$ cat config.mk
export PLATFORM = sky130hd
export DESIGN_NAME = sumador_nbits_pipe
export DESIGN_NICKNAME = d
export VERILOG_FILES = /design/src/rtl/sumador_nbits_pipe.sv
export SDC_FILE = /design/constraint.sdc
export NUM_CORES = 1
export LEC_CHECK = 0
export BUFFER_PORTS_ARGS = -buffer_cell sky130_fd_sc_hd__buf_2
export CAP_MARGIN = 20
export CORE_ASPECT_RATIO = 1.5
export CORE_UTILIZATION = 55
export CTS_BUF_LIST = sky130_fd_sc_hd__clkbuf_4 sky130_fd_sc_hd__clkbuf_8
export DETAILED_ROUTE_END_ITERATION = 8
export GPL_TIMING_DRIVEN = 0
export PLACE_DENSITY = 0.9
export SETUP_SLACK_MARGIN = 0.5
export SYNTH_ARGS = -nofsm -noshare
export SYNTH_HDL_FRONTEND = slang
export SYNTH_SLANG_ARGS = --single-unit
$ cat constraint.sdc
create_clock -name clk -period 2.3 [get_ports clk]
set_input_delay 0.46 -clock clk [delete_from_list [all_inputs] [get_ports clk]]
set_output_delay 0.46 -clock clk [all_outputs]
set_load 0.01 [all_outputs]
$ cat src/rtl/sumador_nbits_pipe.sv
// Pipelined two's-complement adder/subtractor with a valid/ready handshake,
// signed/unsigned overflow detection, optional saturation and an overflow event counter.
module sumador_nbits_pipe #(
    parameter int WIDTH    = 16,
    parameter int STAGES   = 2,
    parameter int SIGNED   = 1,
    parameter int SATURATE = 0,
    parameter int CNT_W    = 8
) (
    input  logic             clk,
    input  logic             rst,
    input  logic             in_valid,
    output logic             in_ready,
    input  logic [WIDTH-1:0] a,
    input  logic [WIDTH-1:0] b,
    input  logic             op,
    output logic             out_valid,
    input  logic             out_ready,
    output logic [WIDTH-1:0] result,
    output logic             overflow,
    input  logic             ovf_clr,
    output logic [CNT_W-1:0] ovf_count
);

    logic [WIDTH-1:0]  b_eff;
    logic [WIDTH:0]    sum_ext;
    logic [WIDTH-1:0]  sum_raw;
    logic [WIDTH-1:0]  sum_fin;
    logic              sum_ovf;

    logic [STAGES-1:0] stg_vld;
    logic [STAGES-1:0] stg_ovf;
    logic [WIDTH-1:0]  stg_res [STAGES];
    logic [STAGES-1:0] load;
    logic              ld_chain;
    logic              ovf_xfer;

    // Subtraction reuses the adder as a + ~b + 1; the extra bit is the carry-out.
    always_comb begin
        b_eff   = op ? ~b : b;
        sum_ext = {1'b0, a} + {1'b0, b_eff} + {{WIDTH{1'b0}}, op};
        sum_raw = sum_ext[WIDTH-1:0];
        if (SIGNED != 0) begin
            sum_ovf = (a[WIDTH-1] == b_eff[WIDTH-1]) && (sum_raw[WIDTH-1] != a[WIDTH-1]);
        end else begin
            sum_ovf = op ? ~sum_ext[WIDTH] : sum_ext[WIDTH];
        end
        sum_fin = sum_raw;
        if ((SATURATE != 0) && sum_ovf) begin
            if (SIGNED != 0) begin
                sum_fin = a[WIDTH-1] ? {1'b1, {(WIDTH-1){1'b0}}} : {1'b0, {(WIDTH-1){1'b1}}};
            end else begin
                sum_fin = op ? {WIDTH{1'b0}} : {WIDTH{1'b1}};
            end
        end
    end

    // A stage may load when it is empty or its content moves on, so bubbles collapse under stall.
    always_comb begin
        load     = '0;
        ld_chain = !stg_vld[STAGES-1] || out_ready;
        load[STAGES-1] = ld_chain;
        for (int k = STAGES - 2; k >= 0; k--) begin
            ld_chain = !stg_vld[k] || ld_chain;
            load[k]  = ld_chain;
        end
    end

    assign in_ready  = load[0] && !rst;
    assign out_valid = stg_vld[STAGES-1];
    assign result    = stg_res[STAGES-1];
    assign overflow  = stg_ovf[STAGES-1];
    assign ovf_xfer  = stg_vld[STAGES-1] && out_ready && stg_ovf[STAGES-1];

    always_ff @(posedge clk or posedge rst) begin
        if (rst) begin
            stg_vld <= '0;
            stg_ovf <= '0;
            for (int k = 0; k < STAGES; k++) begin
                stg_res[k] <= '0;
            end
        end else begin
            if (load[0]) begin
                stg_vld[0] <= in_valid;
                stg_res[0] <= sum_fin;
                stg_ovf[0] <= sum_ovf;
            end
            for (int k = 1; k < STAGES; k++) begin
                if (load[k]) begin
                    stg_vld[k] <= stg_vld[k-1];
                    stg_res[k] <= stg_res[k-1];
                    stg_ovf[k] <= stg_ovf[k-1];
                end
            end
        end
    end

    // The counter sticks at its maximum; a clear takes priority over a same-cycle event.
    always_ff @(posedge clk or posedge rst) begin
        if (rst) begin
            ovf_count <= '0;
        end else if (ovf_clr) begin
            ovf_count <= '0;
        end else if (ovf_xfer && (ovf_count != {CNT_W{1'b1}})) begin
            ovf_count <= ovf_count + 1'b1;
        end
    end

endmodule

==> metrics.md <==
| Metric | Value |
|---|---|
| Layout Area Growth over Synthesis | 44.9% |
| Area of the mapped netlist | 2700 um^2 |
| Number of clock sinks seen by CTS | 44 |
| Final Max Slew Viols | 0 |
| Register share of total power | 0.344 |
| Result of the run | completed |
| Number of nets in the layout | 422 |
| Reg clk slew, reported paths | 0.08 ns |
| Most common library cell in the layout ignoring fill and taps | sky130_fd_sc_hd__buf_2 |
| Hold bufs inserted after CTS | 0 |
| Sequential-to-total area share from yosys stat | 0.408 |
| Internal power of the cells | 2.18 mW |
| Number of flops mapped to enable cells by yosys | 0 |
| Average size of a mapped cell | 9.86 um^2 |
| Number of maximum-capacitance violations | 0 |
| Register-to-Register Setup Slack | 0.52 ns |
| Share of the clock period used by the worst path after layout | 0.987 |
| H-tree levels | 2 |
| Final Setup Violations | 0 |
| FILL cells | 226 |
| Number of failing hold endpoints at the final stage | 0 |
| CP required | 2.47 ns |
| Fmax | 441 MHz |
| Root Buffer Master | sky130_fd_sc_hd__clkbuf_8 |
| Count of vias placed by the detailed router | 2537 |
| Vertical die dimension | 87.8 um |
| Count of distinct cell types in the synthesized netlist | 41 |
| Area occupied by multi-input gates | 1860 um^2 |
| Total congestion overflow after global routing | 0 |
| Wire length of the first global-routing pass | 10400 um |
| Detailed-route DRC error count | 0 |
| Count of non-filler cells in the finished layout | 432 |
| Transition time at the pin with the least slew margin | 0.856 ns |
| Half-perimeter wire length after placement | 4340 um |
| Rows | 30 |
| Area of the core | 4620 um^2 |
| Boundary pin count | 65 |
| Input/output buffers | 62 |
| Global placer's final weighted congestion | 0.913 |
| Antenna violations before repair | 0 |
| Count of inserted antenna diode cells | 0 |
| Share of power burned in combinational logic | 0.404 |
| Setup skew after layout | 0.00690 ns |
| Class of the worst hold path | in -> async |
| Routed Antenna Nets | 0 |
| Reg-to-reg startpoint | stg_vld[1]$_DFFE_PP0P_ |
| Number of nets in the synthesized netlist | 329 |
| Reg area | 1100 um^2 |
| Length of the first detailed-routing pass in iterations | 6 |
| Overall Global Routing Usage | 0.266 |
| Type of the setup path with the least slack | in -> reg |
| Synthesized netlist cell count | 274 |
| Synthesis Warnings | 0 |
| Number of clock buffers inserted by TritonCTS | 5 |
| Maximum number of pins on one net before global-route repair | 45 |
| Ratio of total power to cell area | 815 nW/um^2 |
| Worst reg-to-reg path cell count | 6 |
| Kind of start point of the critical path | primary input |
| Clk network pwr share | 0.253 |
| Worst ir drop on vdd | 0.000453 V |
| Number of buffers on the longest clock path | 2 |
| Routed WL per cell | 19.2 um |
| Reg-to-reg endpoint | stg_res[18]$_DFFE_PP0N_ |
| RSZ-0062 raised after global routing | yes |
| Most area-consuming cells after synthesis | sky130_fd_sc_hd__dfrtp_1 41%, sky130_fd_sc_hd__xor2_1 8.1%, sky130_fd_sc_hd__ha_1 7.4% |
| Starting density of the core | 0.585 |
| Endpoint arrival time on the critical path | 2.44 ns |
| Switching portion of total power | 0.316 |
| Largest area contributor in the synthesized netlist | sky130_fd_sc_hd__dfrtp_1 |
| TritonCTS clock tree | yes |
| Overall die width | 59.2 um |
| Initial DRC Count | 189 |
| Largest driver fanout on the critical path | 4 |
| Final Power | 3.19 mW |
| Clock latency of the later-clocked register in the worst-skew pair | 0.30 ns |
| Via count normalized by instance count | 5.87 |
| Number of placed instances, taps included | 400 |
| Number of storage elements in the synthesis netlist | 44 |
| Worst slew slack as a fraction of its limit | 0.428 |
| Main flop type after synthesis | sky130_fd_sc_hd__dfrtp_1 |
| Via count of the first global-routing pass | 2456 |
| Shortest clock period the worst path allows after layout | 2.27 ns |
| Area share of the leading cell type in the synthesized netlist | 0.408 |
| Capturing element type of the critical path | flip-flop |
| Net Switching | 1.01 mW |
| Commonest cells after routing, fill and taps aside | 63 x sky130_fd_sc_hd__buf_2, 44 x sky130_fd_sc_hd__dfrtp_1, 36 x sky130_fd_sc_hd__buf_4 |
| Hold slack final | 0.348 ns |
| Leakage component of the power | 1.74 nW |
| Async set or reset register ratio after synthesis | 1.00 |
| Die area | 5200 um^2 |
| Total routed wirelength | 8280 um |
| Fraction of layout cells with a size suffix above 1 | 0.527 |
[routing by layer]
| metal | vias to the layer above | GRT usage | routed length [um] |
|---|---|---|---|
| met2 | 178 | 0.476 | 4260 |
| met3 | 46 | 0.0443 | 503 |
| met1 | 1197 | 0.270 | 3050 |
| met4 | 0 | 0.195 | 461 |
| li1 | 1116 | - | - |
| met5 | - | 0 | 0 |
[metrics by stage]
stage	setup WS [ns]	utilization	area [um^2]	TNS [ns]
after floorplan	-0.205	-	2800	-0.320
after global placement	-0.332	0.691	3190	-1.10
after detailed placement	-0.380	0.691	3190	-1.38
after CTS	0.0748	0.780	3600	0
after global routing	-0.0249	0.848	3920	-0.0249
final	0.0308	0.848	3920	0
[critical path, stage by stage]
cell	delay (ns)
sky130_fd_sc_hd__buf_12	0.10
sky130_fd_sc_hd__buf_4	0.15
sky130_fd_sc_hd__xor2_2	0.18
sky130_fd_sc_hd__inv_2	0.06
sky130_fd_sc_hd__fa_2	0.42
sky130_fd_sc_hd__nor2b_4	0.18
sky130_fd_sc_hd__o2111ai_4	0.19
sky130_fd_sc_hd__a31oi_4	0.30
sky130_fd_sc_hd__a211oi_2	0.12
sky130_fd_sc_hd__xor2_1	0.18
sky130_fd_sc_hd__o21ai_0	0.10
[cell usage after synthesis, types with 5 or more instances]
master                    count
sky130_fd_sc_hd__a21oi_1     16
sky130_fd_sc_hd__buf_4       17
sky130_fd_sc_hd__dfrtp_1     44
sky130_fd_sc_hd__ha_1        16
sky130_fd_sc_hd__inv_1        5
sky130_fd_sc_hd__mux2_2      17
sky130_fd_sc_hd__nand2_1     24
sky130_fd_sc_hd__nand3_1      6
sky130_fd_sc_hd__nor2_1      25
sky130_fd_sc_hd__nor3_1       6
sky130_fd_sc_hd__o21ai_0     17
sky130_fd_sc_hd__xnor2_1     11
sky130_fd_sc_hd__xor2_1      25
[cells by family after synthesis]
family,after synthesis,synth area share
compound gates,54,0.130
xor+xnor,36,0.117
fa+ha+maj,17,0.0815
buf+inv,29,0.0644
flops,44,0.408
mux,18,0.0746
simple gates,76,0.126
[sequential cells by signal, indices dropped and copies added (netlist names)]
signal     count
result        16
stg_res       16
ovf_count      8
stg_ovf        2
stg_vld        2
[layout make-up]
class	count	share of cell area
multi-input combinational	201	0.474
sequential	44	0.281
timing repair buffer	86	0.129
buffer	24	0.0499
clock inverter	3	0.0230
tap	64	0.0205
clock buffer	5	0.0176
inverter	5	0.00479
[power groups by stage]
stage	Sequential [mW]	Combinational [mW]	Clock (mW)
floorplan	1.06	0.726	0
global placement	1.08	0.937	0
detailed placement	1.09	0.969	0
CTS	1.08	1.07	0.800
global route	1.12	1.36	0.842
finish	1.10	1.29	0.806
[worst max path at each step]
stage	startpoint	endpoint	slack, ns	cells past startpoint
detailed placement	op	stg_ovf[0]$_DFFE_PP0N_	-0.38	9
CTS	op	stg_ovf[0]$_DFFE_PP0N_	0.07	9
finish	op	stg_res[28]$_DFFE_PP0N_	0.03	11
global placement	op	stg_ovf[0]$_DFFE_PP0N_	-0.33	9
floorplan	op	stg_ovf[0]$_DFFE_PP0N_	-0.21	9
global route	op	stg_res[28]$_DFFE_PP0N_	-0.02	11
[timing repair]
action | 4_1_cts | 5_1_grt
gates resized for setup | 27 | 47
setup endpoints to repair | 13 | 25
pin swaps | 25 | 28
hold endpoints to repair | 0 | 0
buffers inserted | 17 | 7
(Power assumes the default switching activity.)
